--- src/rtl/simd_dotp_acc.sv ---
// Two-stage packed-SIMD dot product with a running accumulator.
// Stage 1 registers the lane products; stage 2 reduces them and commits the accumulator.
module simd_dotp_acc #(
    parameter int unsigned XLEN          = 32,
    parameter int unsigned ELEN          = 8,
    parameter int unsigned TRANS_ID_BITS = 3,
    parameter bit          SATURATE      = 1'b0
) (
    input  logic                     clk_i,
    input  logic                     rst_ni,
    input  logic                     flush_i,
    input  logic                     valid_i,
    output logic                     ready_o,
    input  logic [1:0]               op_i,
    input  logic                     sign_a_i,
    input  logic                     sign_b_i,
    input  logic [TRANS_ID_BITS-1:0] trans_id_i,
    input  logic [XLEN-1:0]          operand_a_i,
    input  logic [XLEN-1:0]          operand_b_i,
    input  logic [XLEN-1:0]          operand_c_i,
    output logic                     valid_o,
    input  logic                     ready_i,
    output logic [XLEN-1:0]          result_o,
    output logic [TRANS_ID_BITS-1:0] trans_id_o,
    output logic                     overflow_o
);

    localparam int unsigned LANES = XLEN / ELEN;
    localparam int unsigned PW    = 2 * ELEN + 2;
    localparam int unsigned SW    = XLEN + $clog2(LANES) + 2;

    typedef enum logic [1:0] {
        OP_DOTP     = 2'd0,
        OP_DOTP_ACC = 2'd1,
        OP_ACC_LOAD = 2'd2,
        OP_ACC_READ = 2'd3
    } op_e;

    logic                     advance;

    logic                     s1_valid_reg;
    op_e                      s1_op_reg;
    logic [XLEN-1:0]          s1_c_reg;
    logic [TRANS_ID_BITS-1:0] s1_tid_reg;
    logic signed [PW-1:0]     s1_prod_reg [LANES];
    logic signed [PW-1:0]     prod_next   [LANES];

    logic                     valid_reg;
    logic [XLEN-1:0]          result_reg;
    logic [TRANS_ID_BITS-1:0] tid_reg;
    logic                     ovf_reg;
    logic [XLEN-1:0]          acc_reg;

    logic signed [SW-1:0]     dot_sum;
    logic signed [SW-1:0]     addend;
    logic signed [SW-1:0]     final_sum;
    logic                     sum_ovf;
    logic [XLEN-1:0]          sum_res;
    logic [XLEN-1:0]          result_next;
    logic                     ovf_next;
    logic                     acc_we;

    assign advance    = ~valid_reg | ready_i;
    assign ready_o    = advance;
    assign valid_o    = valid_reg;
    assign result_o   = result_reg;
    assign trans_id_o = tid_reg;
    assign overflow_o = ovf_reg;

    // Each element widened by one bit so signed and unsigned lanes share one signed multiplier.
    generate
        for (genvar gi = 0; gi < LANES; gi++) begin : g_lane
            logic signed [ELEN:0] elem_a;
            logic signed [ELEN:0] elem_b;
            assign elem_a = {sign_a_i & operand_a_i[gi*ELEN+ELEN-1], operand_a_i[gi*ELEN +: ELEN]};
            assign elem_b = {sign_b_i & operand_b_i[gi*ELEN+ELEN-1], operand_b_i[gi*ELEN +: ELEN]};
            assign prod_next[gi] = PW'(elem_a) * PW'(elem_b);
        end
    endgenerate

    always_comb begin
        dot_sum = '0;
        for (int k = 0; k < LANES; k++) begin
            dot_sum = dot_sum + SW'(s1_prod_reg[k]);
        end
        addend    = (s1_op_reg == OP_DOTP) ? SW'($signed(s1_c_reg)) : SW'($signed(acc_reg));
        final_sum = dot_sum + addend;
        // Fits in XLEN signed only when every bit from XLEN-1 upward agrees.
        sum_ovf   = ~((&final_sum[SW-1:XLEN-1]) | ~(|final_sum[SW-1:XLEN-1]));
        if (SATURATE && sum_ovf) begin
            sum_res = final_sum[SW-1] ? {1'b1, {(XLEN-1){1'b0}}} : {1'b0, {(XLEN-1){1'b1}}};
        end else begin
            sum_res = final_sum[XLEN-1:0];
        end

        result_next = sum_res;
        ovf_next    = sum_ovf;
        acc_we      = 1'b0;
        case (s1_op_reg)
            OP_DOTP_ACC: acc_we = 1'b1;
            OP_ACC_LOAD: begin
                result_next = s1_c_reg;
                ovf_next    = 1'b0;
                acc_we      = 1'b1;
            end
            OP_ACC_READ: begin
                result_next = acc_reg;
                ovf_next    = 1'b0;
            end
            default: ;
        endcase
    end

    always_ff @(posedge clk_i or negedge rst_ni) begin
        if (!rst_ni) begin
            s1_valid_reg <= 1'b0;
            s1_op_reg    <= OP_DOTP;
            s1_c_reg     <= '0;
            s1_tid_reg   <= '0;
            for (int k = 0; k < LANES; k++) begin
                s1_prod_reg[k] <= '0;
            end
            valid_reg    <= 1'b0;
            result_reg   <= '0;
            tid_reg      <= '0;
            ovf_reg      <= 1'b0;
            acc_reg      <= '0;
        end else if (flush_i) begin
            s1_valid_reg <= 1'b0;
            valid_reg    <= 1'b0;
        end else if (advance) begin
            s1_valid_reg <= valid_i;
            s1_op_reg    <= op_e'(op_i);
            s1_c_reg     <= operand_c_i;
            s1_tid_reg   <= trans_id_i;
            for (int k = 0; k < LANES; k++) begin
                s1_prod_reg[k] <= prod_next[k];
            end
            valid_reg    <= s1_valid_reg;
            if (s1_valid_reg) begin
                result_reg <= result_next;
                tid_reg    <= s1_tid_reg;
                ovf_reg    <= ovf_next;
                // Committing here lets the very next op in stage 1 see the new value.
                if (acc_we) begin
                    acc_reg <= result_next;
                end
            end
        end
    end

endmodule

--- config.mk ---
export PLATFORM = sky130hd
export DESIGN_NAME = simd_dotp_acc
export DESIGN_NICKNAME = d
export VERILOG_FILES = /design/src/rtl/simd_dotp_acc.sv
export SDC_FILE = /design/constraint.sdc
export NUM_CORES = 1
export LEC_CHECK = 0
export BUFFER_PORTS_ARGS = -buffer_cell sky130_fd_sc_hd__buf_2
export CORE_UTILIZATION = 65
export CTS_BUF_LIST = sky130_fd_sc_hd__clkbuf_4
export DETAILED_ROUTE_END_ITERATION = 7
export PLACE_DENSITY = 0.85
export RECOVER_POWER = 100
export SLEW_MARGIN = 40
export SYNTH_ARGS = -nofsm -noshare
export SYNTH_HDL_FRONTEND = slang
export SYNTH_SLANG_ARGS = --single-unit
--- constraint.sdc ---
create_clock -name clk_i -period 5 [get_ports clk_i]
set_input_delay 1 -clock clk_i [delete_from_list [all_inputs] [get_ports clk_i]]
set_output_delay 1 -clock clk_i [all_outputs]
set_load 0.01 [all_outputs]
Word level (Yosys, flattened, before mapping)
Cells that the tools add are included.
{ "totals": {"ff_bits": 179, "in_bits": 108, "out_inout_bits": 38} }
{ "classes": {"addsub": 4, "multipliers": 4, "eq_ne": 3, "mux": 8, "n_bitwise": 14, "reduce_logical": 9} }
{ "op_table": {"columns": ["cell", "n"], "rows": [
  ["9-bit by 9-bit multiplier with 18-bit output", 4],
  ["32-bit one-hot mux with 2 select lines", 1],
  ["21-bit by 36-bit adder with 36-bit output", 1],
  ["36-bit two-way mux", 1],
  ["20-bit by 18-bit adder with 21-bit output", 1],
  ["19-bit by 18-bit adder with 20-bit output", 1],
  ["18-bit by 18-bit adder with 19-bit output", 1],
  ["1-bit bitwise AND", 8],
  ["1-bit two-way mux", 6],
  ["5-bit AND reduction", 1],
  ["5-bit OR reduction", 1],
  ["2-bit equality test, second input constant", 2],
  ["1-bit NOT", 4],
  ["4-bit AND reduction", 1],
  ["2-bit OR reduction", 2],
  ["3-bit AND reduction", 1],
  ["2-bit by 1-bit equality test with 1-bit output, second input constant", 1],
  ["2-bit logical NOT", 1],
  ["1-bit bitwise OR", 2],
  ["2-bit AND reduction", 1],
  ["2-bit nonzero test", 1]
]} }

Depth between registers and ports, before layout
Gate-level depths: netlist of run 1.
{ "depth": {"ltp_word": 9, "ltp_mapped": 22} }

Worst setup path after synthesis of run 1
Ideal clock, no wire load.
{ "synth_timing": {"kind": "input port to flip-flop", "from": "in operand_b_i[23]", "to": "reg s1_prod_reg[35] (netlist name)", "arrival_ps": 5746, "path_slack_ps": -880, "stages": 18, "n_path_buf": 1, "path_cell_list": "clkbuf_1 > nand2_1 > or2_2 > fa_1 > fa_1 > fa_1 > inv_1 > fa_1 > fa_1 > ha_1 > a21oi_1 > nor2b_1 > o21a_1 > o22a_1 > a41o_1 > o41a_1 > xnor2_1 > o21ai_0"} }
{ "synth_via": {"elab_chain_len": 2} }
{ "synth_rtl": {"columns": ["element", "line_no", "text"], "rows": [
  ["start: declaration", "19", "input logic [XLEN-1:0] operand_b_i,"],
  ["1-bit bitwise AND", "76", "assign elem_b = {sign_b_i & operand_b_i[gi*ELEN+ELEN-1], operand_b_i[gi*ELEN +: ELEN]};"],
  ["9-bit by 9-bit multiplier with 18-bit output *", "77", "assign prod_next[gi] = PW'(elem_a) * PW'(elem_b);"],
  ["end signal: indexed assignment", "137", "s1_prod_reg[k] <= prod_next[k];"],
  ["end: declaration", "45", "logic signed [PW-1:0] s1_prod_reg [LANES];"]
]} }
Mark *: on every way between the ends. The rest lies on a longest branch, timed or not.
A chain may end at the register's enable or synchronous reset.

Final worst setup path of run 1
{ "layout_timing": {"from": "in operand_a_i[31]", "to": "reg s1_prod_reg[17] (netlist name)"} }
{ "layout_via": {"elab_chain_len": 2} }
{ "layout_rtl": {"columns": ["element", "line_no", "text"], "rows": [
  ["start: declaration", "18", "input logic [XLEN-1:0] operand_a_i,"],
  ["1-bit bitwise AND", "75", "assign elem_a = {sign_a_i & operand_a_i[gi*ELEN+ELEN-1], operand_a_i[gi*ELEN +: ELEN]};"],
  ["9-bit by 9-bit multiplier with 18-bit output *", "77", null]
]} }
Marks and branches as above.

==> flow_metrics.py, run 1 <==
metrics = {
    "job": {
        "maxCapViolCount": 1,
    },
    "global_route": {
        "grt_overflow": 0,
        "grt_max_degree": 93,
        "antenna_found_initial": 2,
        "grt_pass1_vias": 20000,
        "track_usage_pct": 32.7,
        "grt_pass1_wl_um": 94600,
    },
    "sta": {
        "final-hold-violation-count": 0,
        "rsz0062_at_grt": "yes",
        "max_freq_mhz": 201,
        "fin_skew_ns": 0.0348,
        "period_needed_ns": 4.98,
        "setup_viol_count_final": 0,
        "finalCritPeriodShare_pct": 99.7,
        "slew_violations": 90,
        "tns_ns": 0,
        "tightest_slew_ns": 3.91,
        "maxSlewHeadroom_pct": -161,
    },
    "critical_path": {
        "critPathMostFrequentCell": "fa_1",
        "crit_slowest_cell": "fa_1",
        "crit_path_max_incr_delay_ns": 0.54,
        "path_cells": "clkbuf_4, nand2_2, fa_1, inv_1, fa_1, inv_1, fa_1, fa_1, inv_1, ha_1, ha_4, a21o_1, a21oi_4, nor2b_1, o21a_1, o22ai_2, o21ai_2, o41ai_2, xnor2_1, o21ai_1",
        "cp_max_fo": 6,
        "crit_arrival_ns": 5.53,
        "worstSetupPathType": "in2reg",
        "start_kind": "input port",
        "crit_path_end_kind": "flop",
        "required_ns": 5.54,
    },
    "drt": {
        "post_drt_via_cell_ratio": 5.67,
        "first_iter_violations": 1433,
        "drt_wl_total_um": 59500,
        "ant_nets": 0,
        "dr.pass1.iters": 7,
        "vias": 19100,
        "wl_per_cell_um": 17.6,
        "drc": 0,
    },
    "clocking": {
        "cts_inserted_buffers": 17,
        "cts.root.buffer_cell": "clkbuf_4",
        "cts-hold-fix-buffers": 0,
        "h-tree-depth": 4,
        "clock_path_buffers": 2,
        "cts_tree": "yes",
        "cts_sinks": 179,
        "clock_latency_ns": 0.64,
        "clk_pin_slew_ns": 0.17,
    },
    "die": {
        "ios": 146,
        "die_h_um": 190,
        "start_util_pct": 66.5,
        "die_x_um": 190,
        "dieArea_um2": 36300,
        "core-area_um2": 34700,
        "row_count": 68,
    },
    "synthesis": {
        "synth_cells": 2573,
        "synth_ff_type": "dfrtp_1",
        "ys_warn_count": 0,
        "synth.most_common_cell": "inv_1",
        "postSynth.asyncResetShare_pct": 100,
        "yosysSeqAreaShare_pct": 19.4,
        "synth_common_cells": "534 x inv_1, 402 x nand2_1, 349 x fa_1",
        "synthTopCellsByArea": "fa_1 30%, dfrtp_1 19%, ha_1 10%",
        "yosysTopAreaCellShare_pct": 30.3,
        "syn-cell-area_um2": 23100,
        "synth_cell_types": 62,
        "ys_seq_elements": 179,
        "synth_edf_count": 0,
        "synth_top_cell_by_area": "fa_1",
        "synth_nets": 3218,
        "avgSynthCellArea_um2": 8.97,
    },
    "outcome": {
        "status": "complete, but fails checks",
        "violations": "max-capacitance violations, max-slew violations",
    },
    "cells_and_area": {
        "syn2layout_area_growth_pct": 17.0,
        "drive_gt1_share_pct": 20.2,
        "largest_reg_flops": 72,
        "fill_cells": 2170,
        "fin_nets": 3547,
    },
    "place": {
        "gp_congestion": 0.942,
        "port_buffers": 145,
        "hpwl_um": 47200,
    },
    "worst_hold_path": {
        "hp-class": "reg2reg",
    },
}
[cell usage in the layout, fill, tap and decap left out, types with 9 or more instances in the layout]
cell type,instances
mux2_2,20
o21ai_0,124
nand3_1,28
nor2_1,82
ha_4,12
a221oi_1,16
nor2b_1,11
a21oi_1,38
clkbuf_4,26
dfrtp_1,179
or2_2,23
buf_4,254
mux2i_1,32
inv_1,524
a21o_1,24
a22oi_1,10
inv_2,9
xnor2_1,57
nand2_2,10
nor3_1,13
buf_2,126
fa_2,11
nand2_1,388
and2_1,133
o21ai_1,17
ha_1,172
fa_1,338
xor2_1,40
and3_1,27
[logic make-up (layout without fill, tap and decap cells)]
logic type / count (synthesis) / count (layout) / synth area share [%]
flip-flops: 179 / 179 / 19.4
XOR/XNOR: 97 / 97 / 3.68
multiplexers: 52 / 52 / 2.36
AO/OA/AOI/OAI: 321 / 321 / 8.66
buffers and inverters: 626 / 968 / 10.2
adder cells (fa/ha/maj): 537 / 537 / 40.5
AND/OR/NAND/NOR: 761 / 761 / 15.2
other: 0 / 3 / 0
[worst paths after layout]
path / startpoint / to / slack, ns / cells past startpoint
hold reg to reg: trans_id_o[0]$_DFFE_PN0P_ / trans_id_o[0]$_DFFE_PN0P_ / 0.49 / 2
hold / removal: trans_id_o[0]$_DFFE_PN0P_ / trans_id_o[0]$_DFFE_PN0P_ / 0.49 / 2
max in group asynchronous: rst_ni / s1_c_reg[24]$_DFFE_PN0P_ / 0.96 / 1
setup reg to reg: s1_prod_reg[29]$_DFFE_PN0P_ / acc_reg[24]$_DFFE_PN0P_ / 0.17 / 17
min in group asynchronous: rst_ni / result_o[10]$_DFFE_PN0P_ / 1.83 / 1
setup / recovery: operand_a_i[31] / s1_prod_reg[17]$_DFFE_PN0P_ / 0.02 / 20
[stage by stage]
| step | setup slack, ns | hold slack, ns | util, % | cell area, um^2 | instances |
|---|---|---|---|---|---|
| 3_3_place_gp | -0.868 | 0.449 | 75.7 | 26300 | 3330 |
| 4_1_cts | -0.00864 | 0.438 | 76.7 | 26600 | 3362 |
| 3_5_place_dp | -0.966 | 0.457 | 75.7 | 26300 | 3330 |
| 2_1_floorplan | -0.482 | 0.439 | - | 23800 | 2573 |
| 6_report | 0.0159 | 0.490 | 77.8 | 27000 | 3373 |
| 5_1_grt | -0.132 | 0.514 | 77.8 | 27000 | 3372 |
[per-layer routing]
| metal | up-vias | GRT usage, % | wire [um] |
|---|---|---|---|
| li1 | 8609 | - | - |
| met1 | 9569 | 41.9 | 23200 |
| met2 | 771 | 57.9 | 30600 |
| met3 | 170 | 3.11 | 3530 |
| met4 | 0 | 11.4 | 2140 |
| met5 | - | 0 | 0 |
[critical path: cells and delay by family]
family | cells | cell delay (ns)
AO/OA/AOI/OAI | 7 | 1.25
XOR/XNOR | 1 | 0.16
adder cells (fa/ha/maj) | 6 | 2.61
buffers and inverters | 4 | 0.35
AND/OR/NAND/NOR | 2 | 0.14
[area by class of cell]
cell class	instances	area, um^2	share of cell area, %
Sequential cell	179	4480	16.6
Timing Repair Buffer	402	2850	10.6
Antenna cell	3	7.51	0.0278
Multi-Input combinational cell	1768	16800	62.2
Tap cell	455	569	2.11
Clock inverter	13	139	0.514
Inverter	534	2010	7.43
Clock buffer	19	143	0.528
[timing repair]
item / in CTS / in global routing
endpoints found under the setup margin: 19 / 29
pin swaps: 10 / 26
gates cloned: 0 / 1
resized for setup: 19 / 79
buffers inserted: 0 / 6
Power of run 1 is not shown: default switching activity piles up to over one toggle a cycle in this logic, so the estimate is an artifact.
==> run 2: changes to the inputs <==
CORE_UTILIZATION = 58   (was 65)
MAX_ROUTING_LAYER = met4   (was not set)
PLACE_DENSITY = 0.8   (was 0.85)
clock period = 4.5 ns   (was 5 ns; I/O delays follow)
==> flow_metrics.py, run 2 (same netlist as run 1, synthesis figures left out) <==
metrics = {
    "place": {
        "gp_congestion": 0.949,
        "pre_cts_ws_ns": -1.42,
        "port_buffers": 145,
        "hpwl_um": 46600,
        "dpl_cell_area_um2": 26600,
    },
    "cells_and_area": {
        "syn2layout_area_growth_pct": 22.0,
        "drive_gt1_share_pct": 23.6,
        "most-common-layout-cells": "516 x inv_1, 388 x nand2_1, 333 x fa_1, 311 x buf_4, 178 x dfrtp_1",
        "design_area_um2": 28200,
        "layout_commonest_cell": "inv_1",
        "fin_nets": 3614,
        "largest_reg_flops": 72,
    },
    "job": {
        "maxCapViolCount": 3,
    },
    "global_route": {
        "grt_pass1_wl_um": 95700,
        "antenna_found_initial": 1,
        "grt_max_degree": 95,
        "grt_overflow": 0,
        "track_usage_pct": 30.2,
        "grt_pass1_vias": 19900,
    },
    "clocking": {
        "cts-hold-fix-buffers": 0,
        "cts_tree": "yes",
        "clock_latency_ns": 0.64,
        "clk_pin_slew_ns": 0.18,
        "cts_sinks": 179,
        "clock_path_buffers": 2,
        "cts_inserted_buffers": 17,
        "cts.root.buffer_cell": "clkbuf_4",
        "h-tree-depth": 4,
    },
    "sta": {
        "rsz0062_at_grt": "yes",
        "tns_ns": -7.44,
        "hold_ws_ns": 0.442,
        "max_freq_mhz": 196,
        "final-hold-violation-count": 0,
        "setup_viol_count_final": 36,
        "maxSlewHeadroom_pct": -119,
        "fin_skew_ns": 0.0478,
        "period_needed_ns": 5.11,
        "slew_violations": 192,
        "tightest_slew_ns": 3.29,
        "fin_ws_ns": -0.613,
        "finalCritPeriodShare_pct": 114,
    },
    "die": {
        "row_count": 72,
        "die_x_um": 201,
        "ios": 146,
        "core-area_um2": 38900,
        "die_h_um": 201,
        "start_util_pct": 59.3,
        "dieArea_um2": 40600,
    },
    "worst_hold_path": {
        "hp-class": "in2reg",
    },
    "critical_path": {
        "crit_path_end_kind": "flop",
        "worstSetupPathType": "in2reg",
        "cp_max_fo": 8,
        "crit_slowest_cell": "fa_1",
        "start_kind": "input port",
        "crit_path_max_incr_delay_ns": 0.55,
        "path_cells": "buf_12, buf_12, nand3_4, fa_1, inv_1, fa_1, inv_2, fa_1, inv_1, fa_1, fa_1, ha_4, nor2b_4, o21a_1, nor3_4, o31ai_4, o41ai_2, xor2_1, o21ai_1",
        "crit_arrival_ns": 5.62,
        "required_ns": 5.00,
        "critPathMostFrequentCell": "fa_1",
    },
    "outcome": {
        "violations": "max-capacitance violations, max-slew violations, negative setup slack",
        "status": "complete, but fails checks",
    },
    "drt": {
        "vias": 18900,
        "wl_per_cell_um": 17.0,
        "dr.pass1.iters": 5,
        "ant_nets": 0,
        "first_iter_violations": 1348,
        "drc": 0,
        "drt_wl_total_um": 59600,
        "post_drt_via_cell_ratio": 5.40,
    },
}
-- run 2: cell types whose count changed in the layout (fill, tap and decap cells not counted), sizes merged --
cell / before / now
clkinvlp: 3 / 1
clkbuf: 27 / 65
bufinv: 1 / 0
diode: 3 / 1
dlygate4sd2: 0 / 1
buf: 393 / 420
inv: 542 / 540
clkinv: 1 / 8
dlymetal6s4s: 1 / 0
-- run 2: through the flow --
stage | util, % | std cells
4_1_cts | 70.9 | 3487
3_3_place_gp | 68.4 | 3427
6_report | 72.4 | 3501
5_1_grt | 72.4 | 3501
2_1_floorplan | - | 2573
3_5_place_dp | 68.4 | 3427
-- run 2: final cells by class --
cell class / count / area (um^2)
Timing Repair Buffer: 469 / 3290
Sequential cell: 179 / 4480
Tap cell: 518 / 648
Multi-Input combinational cell: 1768 / 17400
Inverter: 534 / 2010
Fill cell: 2752 / 10800
Clock inverter: 15 / 168
Antenna cell: 1 / 2.50
Clock buffer: 17 / 128
-- run 2: final timing paths --
path	start	end	slack, ns	cells past startpoint
setup / recovery	sign_a_i	s1_prod_reg[70]$_DFFE_PN0P_	-0.61	19
hold / removal	operand_c_i[17]	s1_c_reg[17]$_DFFE_PN0P_	0.44	3
setup reg to reg	s1_prod_reg[20]$_DFFE_PN0P_	overflow_o$_DFFE_PN0P_	-0.13	17
hold reg to reg	result_o[1]$_DFFE_PN0P_	result_o[1]$_DFFE_PN0P_	0.50	2
max in group asynchronous	rst_ni	s1_c_reg[27]$_DFFE_PN0P_	0.51	2
min in group asynchronous	rst_ni	result_o[3]$_DFFE_PN0P_	1.50	1
-- run 2: metal layers --
metal	up-vias	GRT usage (%)	routed length, um
li1	8734	-	-
met1	9488	38.2	24600
met2	575	51.0	30400
met3	119	3.32	2710
met4	0	9.31	1820
met5	-	-	0
-- run 2: what timing repair did --
item                                    in CTS  in global routing
pin swaps                                   87                 99
endpoints found under the setup margin      63                 66
gates resized for setup                    128                136
buffers inserted                            33                 19
hold endpoints to repair                     0                  0
-- run 2: critical path: cells and delay by family --
kind | cells | cell delay [ns]
buf+inv | 5 | 0.40
simple gates | 3 | 0.39
compound gates | 4 | 0.79
fa+ha+maj | 6 | 2.79
xor+xnor | 1 | 0.30
Power of run 2 is left out for the same reason.
